==> config.mk <==
export PLATFORM = sky130hd
export DESIGN_NAME = seq_divider
export DESIGN_NICKNAME = d
export VERILOG_FILES = /design/src/rtl/seq_divider.sv
export SDC_FILE = /design/constraint.sdc
export NUM_CORES = 1
export LEC_CHECK = 0
export BUFFER_PORTS_ARGS = -buffer_cell sky130_fd_sc_hd__buf_4
export CAP_MARGIN = 20
export CORE_MARGIN = 4
export CORE_UTILIZATION = 54
export CTS_CLUSTER_SIZE = 10
export DETAILED_ROUTE_END_ITERATION = 10
export MAX_ROUTING_LAYER = met4
export PLACE_DENSITY = 0.87
export SLEW_MARGIN = 25
export SYNTH_ARGS = -nofsm -noshare
export SYNTH_HDL_FRONTEND = slang
export SYNTH_SLANG_ARGS = --single-unit
==> constraint.sdc <==
create_clock -name clk -period 2.49 [get_ports clk]
set_input_delay 0 -clock clk [delete_from_list [all_inputs] [get_ports clk]]
set_output_delay 0 -clock clk [all_outputs]
set_load 0.02 [all_outputs]
==> src/rtl/seq_divider.sv <==
// seq_divider: 4-bit unsigned restoring divider, one quotient bit per clock.
// Define SEQ_DIVIDER_DEBUG_PORTS_EN to expose the live internal registers.
module seq_divider (
  input  logic       clk,
  input  logic       clr,
  input  logic       start,
  input  logic [3:0] a_in,
  input  logic [3:0] b_in,
  output logic [3:0] q_out,
  output logic [3:0] r_out,
  output logic       busy,
  output logic       done,
  output logic       div_zero
`ifdef SEQ_DIVIDER_DEBUG_PORTS_EN
  ,
  output logic [4:0] rem,
  output logic [3:0] quo,
  output logic [3:0] div,
  output logic [1:0] cnt,
  output logic [1:0] state
`endif
);
  typedef enum logic [1:0] {IDLE = 2'd0, CALC = 2'd1, DONE = 2'd2} st_t;
  st_t st, st_nx;
  logic [4:0] rem_r, sh, rem_nx;
  logic [3:0] quo_r, div_r, quo_nx;
  logic [1:0] cnt_r;
  logic       ge;
  always_ff @(posedge clk)
    st <= clr ? IDLE : st_nx;
  always_comb begin
    st_nx = st == IDLE ? (start ? (b_in == 4'd0 ? DONE : CALC) : IDLE) :
            st == CALC ? (cnt_r == 2'd3 ? DONE : CALC) : IDLE;
  end
  always_comb begin
    busy = st == CALC;
    done = st == DONE;
  end
  // Remainder stays below the divisor, so the shifted value always fits in 5 bits.
  always_comb begin
    sh     = {rem_r[3:0], quo_r[3]};
    ge     = sh >= {1'b0, div_r};
    rem_nx = ge ? sh - {1'b0, div_r} : sh;
    quo_nx = {quo_r[2:0], ge};
  end
  always_ff @(posedge clk) begin
    if (clr) begin
      rem_r    <= '0;
      quo_r    <= '0;
      div_r    <= '0;
      cnt_r    <= '0;
      q_out    <= '0;
      r_out    <= '0;
      div_zero <= 1'b0;
    end else if (st == IDLE && start) begin
      quo_r <= a_in;
      div_r <= b_in;
      rem_r <= '0;
      cnt_r <= '0;
      if (b_in == 4'd0) begin
        q_out    <= 4'hF;
        r_out    <= a_in;
        div_zero <= 1'b1;
      end
    end else if (st == CALC) begin
      rem_r <= rem_nx;
      quo_r <= quo_nx;
      cnt_r <= cnt_r + 2'd1;
      if (cnt_r == 2'd3) begin
        q_out    <= quo_nx;
        r_out    <= rem_nx[3:0];
        div_zero <= 1'b0;
      end
    end
  end
`ifdef SEQ_DIVIDER_DEBUG_PORTS_EN
  assign rem   = rem_r;
  assign quo   = quo_r;
  assign div   = div_r;
  assign cnt   = cnt_r;
  assign state = st;
`endif
endmodule
== Word-level counts from Yosys, hierarchy flattened ==
Cells that the tools add are included.
Cells by class
  shift operators: 0
  divide/modulo/power cells: 0
  bitwise gates (word level): 0
  add/sub/neg operators: 2
  equal/unequal tests: 4
  reductions and logical operators: 7
  $mul: 0
  multiplexer cells: 20
  magnitude comparators: 1
Operator list (count)
  $mux 4: 11
  $mux 2: 5
  $ge 5x4->1: 1
  $eq 2x2->1 const B: 2
  $logic_not 4->1: 1
  $mux 1: 4
  $reduce_bool 2->1: 2
  $sub 4x4->4: 1
  $reduce_and 3->1: 1
  $add 2x1->2 const B: 1
  $eq 2x1->1 const B: 1
  $logic_not 2->1: 1
  $ne 2x1->1 const B: 1
  $reduce_or 2->1: 1
  $logic_and 1x1->1: 1
Word-level totals
  input port bits: 11
  memories kept: 0
  bits in writable memories: 0
  register bits: 25
  bits in latches: 0
  ROM bits: 0

== Longest topological paths before layout ==
  depth after elaboration: 5
  gate-level depth with buffers: 7
  depth with buffers taken out: 7

== Worst setup path before layout ==
No wires, ideal clock.
  kind: reg-to-reg
  start: register quo_r[3]
  end: register r_out[0]
  path slack: 690 ps
  cell stages (with the launch flop): 8
  setup time: 75 ps
  period minus slack after synthesis: 1800 ps
  data arrival time: 1726 ps
  required time: 2415 ps
  path through: dfxtp_1 inv_1 ha_1 nand2b_1 a2111oi_4 nor2_2 mux2_4 o22ai_1
On the way
  word-level cells in the longest chain between the ends: 5
  elaborated cells between the ends (all ways): 6
  classes of those cells: add/sub (1); order compare (1); mux (4)
RTL lines
  from (decl): RTL line 26  | logic [3:0] quo_r, div_r, quo_nx;
  from (signal assigned): RTL line 56  | quo_r <= a_in;
  from (signal assigned): RTL line 67  | quo_r <= quo_nx;
  $sub 4x4->4 / $ge 5x4->1 (equally long branches): RTL line 43, 42
  $mux 4 (*): RTL line 43  | rem_nx = ge ? sh - {1'b0, div_r} : sh;
  $mux 4 (*): RTL line 69  | if (cnt_r == 2'd3) begin
  $mux 4 (*): RTL line 65  | end else if (st == CALC) begin
  $mux 4 (*): RTL line 55  | end else if (st == IDLE && start) begin
  to (signal assigned): RTL line 62  | r_out <= a_in;
  to (signal assigned): RTL line 71  | r_out <= rem_nx[3:0];
  to (decl): RTL line 10  | output logic [3:0] r_out,
Every way passes the cells marked *; elsewhere a longest branch is shown, timed or not. The select of a mux whose other input is x is not followed.
A chain may end at the register's enable or synchronous reset.

== Worst setup path in the final report ==
Ends and elaborated chain as after synthesis.

==> results.yml <==
run_status:
  outcome: "completed"
routing:
  met3_length_um: 176
  vias_per_cell: 5.88
  met1_length_um: 1320
  met2WireLength_um: 1650
  routed.top_layer: "met4"
  postRouteAntennaNets: 0
  drc_errors: 0
  drtIter0Drc: 35
  dr_total_vias: 1217
  wirelength_um: 3260
  wl_per_cell_um: 15.7
  first_pass_iters: 6
cts:
  cts_root_buf: "clkbuf_4"
  cts_max_level: 1
  cts_buffers: 3
  cts_sinks: 25
  cts_tree: "done"
  clock_latency_ns: 0.34
  clockBufferDepth: 2
  postCtsResizedCells: 0
  postCtsSetupRepairBufs: 0
  clk_pin_slew_worst_paths_ns: 0.14
global_routing:
  grt_pass1_vias: 1273
  grt_overflow: 0
  grt_pass1_wl_um: 5620
  antenna_found_initial: 0
  grt_max_degree: 19
  grt_usage_pct: 23.5
critical_path:
  rr_startpoint: "quo_r[3]$_SDFFE_PP0P_"
  cp-start-kind: "register"
  cp_cell_sequence: "inv_1, ha_1, nand2b_1, a2111oi_4, nor2_2, mux2_4, o22ai_1"
  cp.required_ns: 2.76
  critical_path.startpoint: "quo_r[3]$_SDFFE_PP0P_"
  end_kind: "register"
  path_max_fanout: 5
  r2r_setup_slack_ns: 0.45
  crit_type: "reg -> reg"
  critPathMaxStageDelay_ns: 0.39
  crit_buf_inv: 1
  cp_top_family: "compound AO/OA/AOI/OAI gates"
  arrival_ns: 2.31
  path_depth: 7
  ff2ff_path_depth: 7
  r2r_end: "r_out[0]$_SDFFE_PP0P_"
  slowest_stage: "a2111oi_4"
hold_path:
  hold_path_depth: 4
  min_from: "start"
  worst_hold_path_type: "in -> reg"
  min_to: "quo_r[0]$_SDFFE_PP0P_"
timing:
  hold_viol_final: 0
  slew_viol_final: 0
  fin_ws_ns: 0.445
  fin_crit_ns: 2.04
  fin_skew_ns: 0.00745
  setup_violations: 0
  period_share_pct: 82.1
  fmax_mhz: 489
  rsz0062_at_grt: "no"
  fin_setup_tns_ns: 0
  relSlewSlack_pct: 68.0
  worst_pin_slew_ns: 0.479
die:
  start_util_pct: 59.5
  core_um2: 2060
  die_w_um: 55.7
  pin_count: 22
  rows: 16
  die_h_um: 55.7
  dieArea_um2: 3100
synth:
  synth_top_area_share_pct: 40.8
  yosys_most_used_dff: "dfxtp_1"
  synth_fa_ha_area_share_pct: 6.73
  postSynth.asyncResetShare_pct: 0
  ys_warn_count: 0
  yosysTopAreaCell: "dfxtp_1"
  synth_top_family_by_area: "simple AND/OR/NAND/NOR gates"
  synth_area_leaders: "dfxtp_1 41%, nand2_1 7.3%, ha_1 5.1%"
  syn_area_um2: 1230
  synth_edf_count: 0
  yosysSeqAreaShare_pct: 40.8
  ys_ff_latch: 25
  avgSynthCellArea_um2: 8.40
  yosysUniqueCellTypes: 36
  synthMuxAreaShare_pct: 5.71
  synthSimpleGateAreaFrac_pct: 24.6
  synth_nets: 163
  syn_inst: 146
  synth-xor-area-share_pct: 1.43
  synth-compound-area-share_pct: 17.1
placement:
  place_hpwl_um: 2170
  pre_cts_ws_ns: 0.553
  placed_cells: 189
  gp_congestion: 0.905
  io_buffer_count: 21
power_and_ir_drop:
  power_leakage_nw: 0.643
  p_per_area_nw_per_um2: 529
  irDropWorstVdd_mv: 0.466
layout:
  fin_nets: 198
  area_growth_pct: 27.6
  n_antenna_cell: 0
  final_common_cell: "dfxtp_1"
  final_core_util_pct: 75.8
  stdcell_count: 207
  drive_gt1_share_pct: 17.8
  mostFrequentLayoutCells: "25 x dfxtp_1, 24 x nand2_1, 21 x buf_4, 15 x nor2_1, 14 x dlygate4sd3_1"
  nFillCells: 143
job:
  maxCapViolCount: 0
[power by group]
group	total, mW	leakage [nW]	switching (mW)	internal, mW
logic	0.201	0.422	0.106	0.0951
clock network	0.192	0.0177	0.131	0.0606
registers	0.434	0.204	0.0143	0.419
total	0.827	0.643	0.251	0.575
[layer usage]
| layer | vias to the layer above | global-route usage, % |
|---|---|---|
| li1 | 578 | - |
| met1 | 564 | 26.0 |
| met2 | 57 | 40.7 |
| met3 | 18 | 5.34 |
| met4 | 0 | 9.03 |
| met5 | - | - |
[cells in the mapped netlist, types with 2 or more instances]
cell and instances:
nor2_1 15, ha_1 5, inv_1 5, nand3_1 3, xnor2_1 2, mux2i_1 4, o22ai_1 3, mux2_4 2
dfxtp_1 25, clkbuf_1 3, o21ai_0 7, nand2b_1 5, nor3_1 8, nand2_1 24, o21ai_1 2, a21oi_1 10
o22a_1 2, a311oi_1 3
[stage by stage]
stage | hold WS [ns] | power (mW) | area (um^2)
finish | 0.0422 | 0.827 | 1560
detailed placement | 0.272 | 0.616 | 1400
global route | 0.0970 | 0.862 | 1560
floorplan | 0.136 | 0.567 | 1230
CTS | 0.0542 | 0.814 | 1560
global placement | 0.261 | 0.607 | 1400
[final cells by class]
type,instances,area (um^2),share of cell area [%]
multi-input combinational,110,682,43.6
timing repair buffer,35,298,19.0
inverter,6,22.5,1.44
tap,27,33.8,2.16
clock buffer,3,22.5,1.44
sequential,25,500,32.0
clock inverter,1,5.00,0.320
[worst max-delay path by stage]
stage	slack, ns	end
floorplan	0.69	r_out[0]$_SDFFE_PP0P_
global placement	0.64	r_out[1]$_SDFFE_PP0P_
detailed placement	0.55	r_out[0]$_SDFFE_PP0P_
CTS	0.51	r_out[0]$_SDFFE_PP0P_
global route	0.37	r_out[0]$_SDFFE_PP0P_
finish	0.45	r_out[0]$_SDFFE_PP0P_
[worst min-delay path: cells and delay by family]
| family | cells | cell delay, ns |
|---|---|---|
| AND/OR/NAND/NOR | 1 | 0.05 |
| AO/OA/AOI/OAI | 2 | 0.21 |
| buffers and inverters | 1 | 0.09 |
[kinds of logic (layout without fill, tap and decap cells)]
logic type	after synthesis	after routing
AOI/OAI and AO/OA	31	31
adders and majority gates	6	6
buffers and inverters	11	45
and+or+nand+nor	65	65
DFF	25	25
xor gates and xnor gates	2	2
muxes	6	6
[registers in the layout, summed over array words and instances, names as in the netlist]
register / flops
cnt_r: 2
quo_r: 4
rem_r: 4
div_r: 4
q_out: 4
st: 2
div_zero: 1
r_out: 4
[what timing repair did]
item	in CTS	in global routing
setup endpoints to repair	0	0
hold endpoints to repair	17	0
hold buffers	14	0
Power figures use the tool's default switching activity.
